$ cat src/rtl/register_file_sb_pkg.sv
// Shared register-file definitions: default widths, the hard-wired zero
// register index and the address/data types used across the core.
package rf_pkg;

    localparam int RF_ADDRESS_WIDTH = 5;
    localparam int RF_DATA_WIDTH    = 32;

    // x0 reads as zero and never takes writes or issue marks
    localparam int REG_ZERO = 0;

    typedef logic [RF_ADDRESS_WIDTH-1:0] reg_addr_t;
    typedef logic [RF_DATA_WIDTH-1:0]    reg_data_t;

endpackage

$ cat src/rtl/register_file_sb_if.sv
// Register file bus: packed read ports, write ports, issue mark and debug tap.
// master = decode/issue + writeback side, slave = the register file.
interface register_file_sb_if
    import rf_pkg::*;
#(
    parameter int ADDRESS_WIDTH = RF_ADDRESS_WIDTH,
    parameter int DATA_WIDTH    = RF_DATA_WIDTH,
    parameter int NUM_READ      = 2,
    parameter int NUM_WRITE     = 1
);
    logic [NUM_READ*ADDRESS_WIDTH-1:0]  rd_addr;
    logic [NUM_READ*DATA_WIDTH-1:0]     rd_data;
    logic [NUM_READ-1:0]                rd_busy;
    logic [NUM_WRITE-1:0]               wr_en;
    logic [NUM_WRITE*ADDRESS_WIDTH-1:0] wr_addr;
    logic [NUM_WRITE*DATA_WIDTH-1:0]    wr_data;
    logic                               iss_en;
    logic [ADDRESS_WIDTH-1:0]           iss_addr;
    logic [DATA_WIDTH-1:0]              dbg_data;

    modport master (
        output rd_addr, wr_en, wr_addr, wr_data, iss_en, iss_addr,
        input  rd_data, rd_busy, dbg_data
    );

    modport slave (
        input  rd_addr, wr_en, wr_addr, wr_data, iss_en, iss_addr,
        output rd_data, rd_busy, dbg_data
    );
endinterface

$ cat src/rtl/register_file_sb_scoreboard.sv
// Per-register busy scoreboard: set when a producer is issued, cleared when
// its result is written back. A same-cycle issue beats a writeback because
// the newer producer is still outstanding.
module rf_scoreboard
    import rf_pkg::*;
#(
    parameter int ADDRESS_WIDTH = RF_ADDRESS_WIDTH,
    parameter int NUM_WRITE     = 1
) (
    input  logic                               clk,
    input  logic                               rst_n,
    input  logic                               iss_en,
    input  logic [ADDRESS_WIDTH-1:0]           iss_addr,
    input  logic [NUM_WRITE-1:0]               wr_en,
    input  logic [NUM_WRITE*ADDRESS_WIDTH-1:0] wr_addr,
    output logic [2**ADDRESS_WIDTH-1:0]        busy
);
    localparam int NREG = 2**ADDRESS_WIDTH;

    logic [NREG-1:0] busy_reg;
    logic [NREG-1:0] busy_next;

    // Next busy vector: writebacks clear first, then an issue sets, x0 stays idle
    always_comb begin
        busy_next = busy_reg;
        for (int w = 0; w < NUM_WRITE; w++) begin
            if (wr_en[w]) begin
                busy_next[wr_addr[w*ADDRESS_WIDTH +: ADDRESS_WIDTH]] = 1'b0;
            end
        end
        if (iss_en) begin
            busy_next[iss_addr] = 1'b1;
        end
        busy_next[REG_ZERO] = 1'b0;
    end

    // Busy state; reset drops every outstanding producer
    always_ff @(posedge clk) begin
        if (!rst_n) begin
            busy_reg <= '0;
        end else begin
            busy_reg <= busy_next;
        end
    end

    assign busy = busy_reg;

endmodule

$ cat src/rtl/register_file_sb.sv
// Multi-port register file with optional write-to-read forwarding, synchronous
// clear, busy scoreboard and a fixed debug tap on one register.
module register_file_sb
    import rf_pkg::*;
#(
    parameter int ADDRESS_WIDTH = RF_ADDRESS_WIDTH,
    parameter int DATA_WIDTH    = RF_DATA_WIDTH,
    parameter int NUM_READ      = 2,
    parameter int NUM_WRITE     = 1,
    parameter int BYPASS        = 1,
    parameter int DEBUG_REG     = 10
) (
    input  logic              clk,
    input  logic              rst_n,
    register_file_sb_if.slave bus
);
    localparam int NREG = 2**ADDRESS_WIDTH;
    localparam logic [ADDRESS_WIDTH-1:0] ZERO_ADDR = ADDRESS_WIDTH'(REG_ZERO);
    localparam logic [ADDRESS_WIDTH-1:0] DBG_ADDR  = ADDRESS_WIDTH'(DEBUG_REG);

    logic [DATA_WIDTH-1:0]    mem_reg [NREG];
    logic [NREG-1:0]          busy_vec;
    logic [ADDRESS_WIDTH-1:0] wa [NUM_WRITE];
    logic [DATA_WIDTH-1:0]    wd [NUM_WRITE];

    // Unpack the write ports for readability below
    generate
        for (genvar gi = 0; gi < NUM_WRITE; gi++) begin : g_wr_unpack
            assign wa[gi] = bus.wr_addr[gi*ADDRESS_WIDTH +: ADDRESS_WIDTH];
            assign wd[gi] = bus.wr_data[gi*DATA_WIDTH +: DATA_WIDTH];
        end
    endgenerate

    // Register array: clear on reset, otherwise commit writes in port order so
    // the highest-index port wins an address conflict; x0 is never written
    always_ff @(posedge clk) begin
        if (!rst_n) begin
            for (int r = 0; r < NREG; r++) begin
                mem_reg[r] <= '0;
            end
        end else begin
            for (int w = 0; w < NUM_WRITE; w++) begin
                if (bus.wr_en[w] && wa[w] != ZERO_ADDR) begin
                    mem_reg[wa[w]] <= wd[w];
                end
            end
        end
    end

    rf_scoreboard #(
        .ADDRESS_WIDTH (ADDRESS_WIDTH),
        .NUM_WRITE     (NUM_WRITE)
    ) u_scoreboard (
        .clk      (clk),
        .rst_n    (rst_n),
        .iss_en   (bus.iss_en),
        .iss_addr (bus.iss_addr),
        .wr_en    (bus.wr_en),
        .wr_addr  (bus.wr_addr),
        .busy     (busy_vec)
    );

    generate
        for (genvar gi = 0; gi < NUM_READ; gi++) begin : g_rd
            logic [ADDRESS_WIDTH-1:0] ra;
            logic [DATA_WIDTH-1:0]    data_sel;
            logic                     busy_sel;

            assign ra = bus.rd_addr[gi*ADDRESS_WIDTH +: ADDRESS_WIDTH];

            // Read mux: stored value, overridden by a matching same-cycle write
            // (last matching port wins), and x0 forced to zero / not busy
            always_comb begin
                data_sel = mem_reg[ra];
                busy_sel = busy_vec[ra];
                if (BYPASS != 0) begin
                    for (int w = 0; w < NUM_WRITE; w++) begin
                        if (bus.wr_en[w] && wa[w] == ra) begin
                            data_sel = wd[w];
                            busy_sel = 1'b0;
                        end
                    end
                end
                if (ra == ZERO_ADDR) begin
                    data_sel = '0;
                    busy_sel = 1'b0;
                end
            end

            assign bus.rd_data[gi*DATA_WIDTH +: DATA_WIDTH] = data_sel;
            assign bus.rd_busy[gi]                          = busy_sel;
        end
    endgenerate

    // Debug tap shows stored content only, never forwarded data
    assign bus.dbg_data = mem_reg[DBG_ADDR];

endmodule
$ cat src/flat_wrapper.sv
// flat-port wrapper written by rule: the top's interface ports become plain ports
module register_file_sb_flat import rf_pkg::*;
#(
    parameter int ADDRESS_WIDTH = RF_ADDRESS_WIDTH,
    parameter int DATA_WIDTH    = RF_DATA_WIDTH,
    parameter int NUM_READ      = 2,
    parameter int NUM_WRITE     = 1,
    parameter int BYPASS        = 1,
    parameter int DEBUG_REG     = 10
)
  (clk, rst_n, bus_rd_addr, bus_wr_en, bus_wr_addr, bus_wr_data, bus_iss_en, bus_iss_addr, bus_rd_data, bus_rd_busy, bus_dbg_data);
  register_file_sb_if #(.ADDRESS_WIDTH(ADDRESS_WIDTH), .DATA_WIDTH(DATA_WIDTH), .NUM_READ(NUM_READ), .NUM_WRITE(NUM_WRITE)) bus_i ();
  input  logic clk;
  input  logic rst_n;
  input wire logic [$bits(bus_i.rd_addr)-1:0] bus_rd_addr;
  input wire logic [$bits(bus_i.wr_en)-1:0] bus_wr_en;
  input wire logic [$bits(bus_i.wr_addr)-1:0] bus_wr_addr;
  input wire logic [$bits(bus_i.wr_data)-1:0] bus_wr_data;
  input wire logic [$bits(bus_i.iss_en)-1:0] bus_iss_en;
  input wire logic [$bits(bus_i.iss_addr)-1:0] bus_iss_addr;
  output wire logic [$bits(bus_i.rd_data)-1:0] bus_rd_data;
  output wire logic [$bits(bus_i.rd_busy)-1:0] bus_rd_busy;
  output wire logic [$bits(bus_i.dbg_data)-1:0] bus_dbg_data;
  assign bus_i.rd_addr = bus_rd_addr;
  assign bus_i.wr_en = bus_wr_en;
  assign bus_i.wr_addr = bus_wr_addr;
  assign bus_i.wr_data = bus_wr_data;
  assign bus_i.iss_en = bus_iss_en;
  assign bus_i.iss_addr = bus_iss_addr;
  assign bus_rd_data = bus_i.rd_data;
  assign bus_rd_busy = bus_i.rd_busy;
  assign bus_dbg_data = bus_i.dbg_data;
  register_file_sb #(.ADDRESS_WIDTH(ADDRESS_WIDTH), .DATA_WIDTH(DATA_WIDTH), .NUM_READ(NUM_READ), .NUM_WRITE(NUM_WRITE), .BYPASS(BYPASS), .DEBUG_REG(DEBUG_REG)) u_core (.clk(clk), .rst_n(rst_n), .bus(bus_i));
endmodule
$ cat config.mk
export PLATFORM = sky130hd
export DESIGN_NAME = register_file_sb_flat
export DESIGN_NICKNAME = d
export VERILOG_FILES = /design/src/rtl/register_file_sb_pkg.sv /design/src/rtl/register_file_sb_if.sv /design/src/rtl/register_file_sb_scoreboard.sv /design/src/rtl/register_file_sb.sv /design/src/flat_wrapper.sv
export SDC_FILE = /design/constraint.sdc
export NUM_CORES = 2
export LEC_CHECK = 0
export CAP_MARGIN = 20
export CORE_MARGIN = 2
export CORE_UTILIZATION = 45
export DETAILED_ROUTE_END_ITERATION = 6
export HOLD_SLACK_MARGIN = 0.03
export PLACE_DENSITY = 0.67
export SETUP_SLACK_MARGIN = 0.4
export SKIP_LAST_GASP = 1
export SLEW_MARGIN = 40
export SYNTH_ARGS = -nofsm -noshare
export SYNTH_HDL_FRONTEND = slang
export SYNTH_SLANG_ARGS = --single-unit
$ cat constraint.sdc
create_clock -name clk -period 6.1 [get_ports clk]
set_input_delay 1.525 -clock clk [delete_from_list [all_inputs] [get_ports clk]]
set_output_delay 1.525 -clock clk [all_outputs]
set_load 0.05 [all_outputs]
==> impl_metrics.env <==
export IMPL_routed_via_density=6.70
export IMPL_post_cts_setup_buffers=0
export IMPL_synthArstFlopShare_pct=0
export IMPL_ys_top_cells_by_count="1,024 x edfxtp_1, 1,006 x and2_1, 497 x mux4_2"
export IMPL_p_int_w=0.0134
export IMPL_ctsHtreeMaxLevel=3
export IMPL_yosysSeqAreaShare_pct=55.2
export IMPL_antenna_found_initial=15
export IMPL_period_minus_slack_ns=5.67
export IMPL_synth_area_per_cell_sq_um=14.6
export IMPL_synth_seq_cells=1055
export IMPL_grt_pass1_wl_microns=286000
export IMPL_initial_core_util_pct=45.3
export IMPL_rows=130
export IMPL_nets=4079
export IMPL_path_clk_slew_ns=0.06
export IMPL_coreArea_sq_um=125000
export IMPL_yosysTopAreaCellShare_pct=54.1
export IMPL_die_area_sq_um=129000
export IMPL_p_sw_w=0.00488
export IMPL_crit_fanout=16
export IMPL_port_buffers=153
export IMPL_n_fill_cell=10100
export IMPL_yosys_warnings=0
export IMPL_drv_slew=0
export IMPL_hold_path_class="register to register"
export IMPL_clockPowerShare_pct=37.3
export IMPL_routed_wirelength_microns=204000
export IMPL_fmax_ghz=0.176
export IMPL_cap_violations=0
export IMPL_clkSinkCount=1055
export IMPL_rsz0062_at_grt="false"
export IMPL_overflow=0
export IMPL_setup_worst_path_start_class="input pin"
export IMPL_violations="design-rule violations"
export IMPL_p_seq_share_pct=46.7
export IMPL_synth_area_sq_um=56800
export IMPL_setup_viol_count_final=0
export IMPL_die_w_microns=359
export IMPL_cts_tree="done"
export IMPL_largest_reg_flops=1024
export IMPL_worst_ep_required_time_ns=4.58
export IMPL_whs_ns=0.488
export IMPL_switching_share_pct=26.6
export IMPL_synth_distinct_cells=59
export IMPL_fin_tns_setup_ns=0
export IMPL_routabilityCongestion=0.982
export IMPL_worstMarginPinSlew_ns=0.927
export IMPL_drtAntennaViolNets=0
export IMPL_synthCells=3885
export IMPL_cp_end_kind="primary output"
export IMPL_grt_pass1_vias=37600
export IMPL_crit_type="input pin to primary output"
export IMPL_netlist_top_cells_area="edfxtp_1 54%, mux4_2 20%, and2_1 11%, mux2i_1 2.5%, clkbuf_1 1.8%"
export IMPL_drive_above_1_share_pct=26.5
export IMPL_finalCritPeriodShare_pct=92.9
export IMPL_p_comb_share_pct=16.0
export IMPL_post_route_drc_count=3
export IMPL_hpwl_microns=133000
export IMPL_cts_root_buf="clkbuf_16"
export IMPL_clkLatencyLatePin_ns=0.69
export IMPL_slew_headroom_pct=38.2
export IMPL_num_io_pins=154
export IMPL_yosysTopAreaCell="edfxtp_1"
export IMPL_cellPowerDensity_nw_per_um2=278
export IMPL_ir_drop_mv=0.243
export IMPL_first_pass_iters=7
export IMPL_drt_iter0_drc=6449
export IMPL_cts_buffers=107
export IMPL_vias=38700
export IMPL_grt_max_degree=70
export IMPL_synth_enable_flop_cells=1024
export IMPL_worst_ep_arrival_time_ns=4.14
export IMPL_postPlaceCellArea_sq_um=62200
export IMPL_hold_viol_final=0
export IMPL_hold_buffers=0
export IMPL_die_h_microns=359
export IMPL_fin_skew_ns=0
export IMPL_clock_path_buffers=3
export IMPL_synthFlopType="edfxtp_1"
export IMPL_yosysMostFrequentCell="edfxtp_1"
export IMPL_hold_path_cell_count=2
export IMPL_finalInstanceArea_sq_um=65900
export IMPL_status="complete, but fails checks"
export IMPL_p_leak_nw=22.7
export IMPL_post_drt_wl_per_cell_microns=35.4
export IMPL_r2r_cells=2
export IMPL_grt_usage_pct=31.2
export IMPL_syn2layout_area_growth_pct=15.9
power by group through the flow:
stage,clock network (W),registers (W),logic [W]
finish,0.00682,0.00855,0.00293
global route,0.00708,0.00858,0.00299
CTS,0.00682,0.00854,0.00286
detailed placement,0,0.00868,0.00285
global placement,0,0.00866,0.00284
floorplan,0,0.00867,0.00158
metal layers:
metal / wire length [microns] / GRT usage, %
met5: 52 / 0
met4: 10400 / 14.4
met2: 91700 / 47.0
met3: 29400 / 9.40
met1: 72800 / 41.6
cell type report:
cell class	count	area, sq um	area share (%)
diodes	6	15.0	0.0228
clock buffers	137	2900	4.40
clock inverters	62	663	1.01
inverters	6	23.8	0.0361
multi-input cells	2436	24200	36.7
flip-flops and latches	1055	31400	47.6
well taps	1650	2060	3.13
repair buffers	417	4680	7.10
per-stage QoR:
| step | cells | power (W) | worst slack (ns) | util [%] |
|---|---|---|---|---|
| global route | 5764 | 0.0186 | 0.412 | 52.5 |
| CTS | 5762 | 0.0182 | 0.409 | 52.5 |
| finish | 5769 | 0.0183 | 0.434 | 52.5 |
| detailed placement | 5563 | 0.0115 | 0.102 | 49.6 |
| floorplan | 3916 | 0.0102 | 0.772 | - |
| global placement | 5554 | 0.0115 | 0.106 | 49.5 |
repair_timing:
item / in CTS / in global routing
endpoints found under the setup margin: 19 / 7
pin swaps: 0 / 1
gates resized for setup: 5 / 8
placed cells by master (no fill, tap or decap), types with 10 or more instances in the layout:
cell type	count
edfxtp_1	1024
mux4_2	497
nor2_2	11
a22o_1	21
bufinv_16	13
a21oi_1	53
nor2_4	20
and2_1	1006
nand2_1	91
xnor2_1	10
a221oi_1	14
mux2i_1	138
dfxtp_1	31
conb_1	32
o21ai_4	32
a211oi_1	30
buf_4	226
nor3_1	25
or3_1	12
clkinv_1	19
o22ai_1	69
or4_1	14
nor2_1	47
clkdlybuf4s50_1	70
o21ai_1	10
nand3_1	23
clkbuf_1	24
buf_12	98
clkbuf_16	111
o211ai_1	20
o21ai_0	78
o22a_1	12
clkinv_2	24
a22oi_1	57
worst max-delay path, stage by stage:
cell and delay, ns:
buf_2 0.35, buf_4 0.37, xnor2_1 0.12, nand2_1 0.18
nor3_2 0.08, buf_4 0.21, buf_4 0.21, or4_1 0.61
o21ai_4 0.30, buf_12 0.18
cell families after synthesis:
group / share of synthesized area (%)
muxes: 22.4
AOI/OAI and AO/OA: 4.89
and+or+nand+nor: 13.8
other: 0.00660
xor gates and xnor gates: 0.154
DFF: 55.2
buffers and inverters: 3.56
final timing paths:
| path | startpoint | to | slack, ns |
|---|---|---|---|
| max | bus_rd_addr[4] | bus_rd_data[15] | 0.43 |
| min | u_core.u_scoreboard.busy[4] | u_core.u_scoreboard.busy[4] | 0.49 |
| max reg2reg | u_core.u_scoreboard.busy[17] | u_core.u_scoreboard.busy[17] | 5.40 |
| min reg2reg | u_core.u_scoreboard.busy[4] | u_core.u_scoreboard.busy[4] | 0.49 |
No activity file was read; power rests on OpenSTA's default activity.
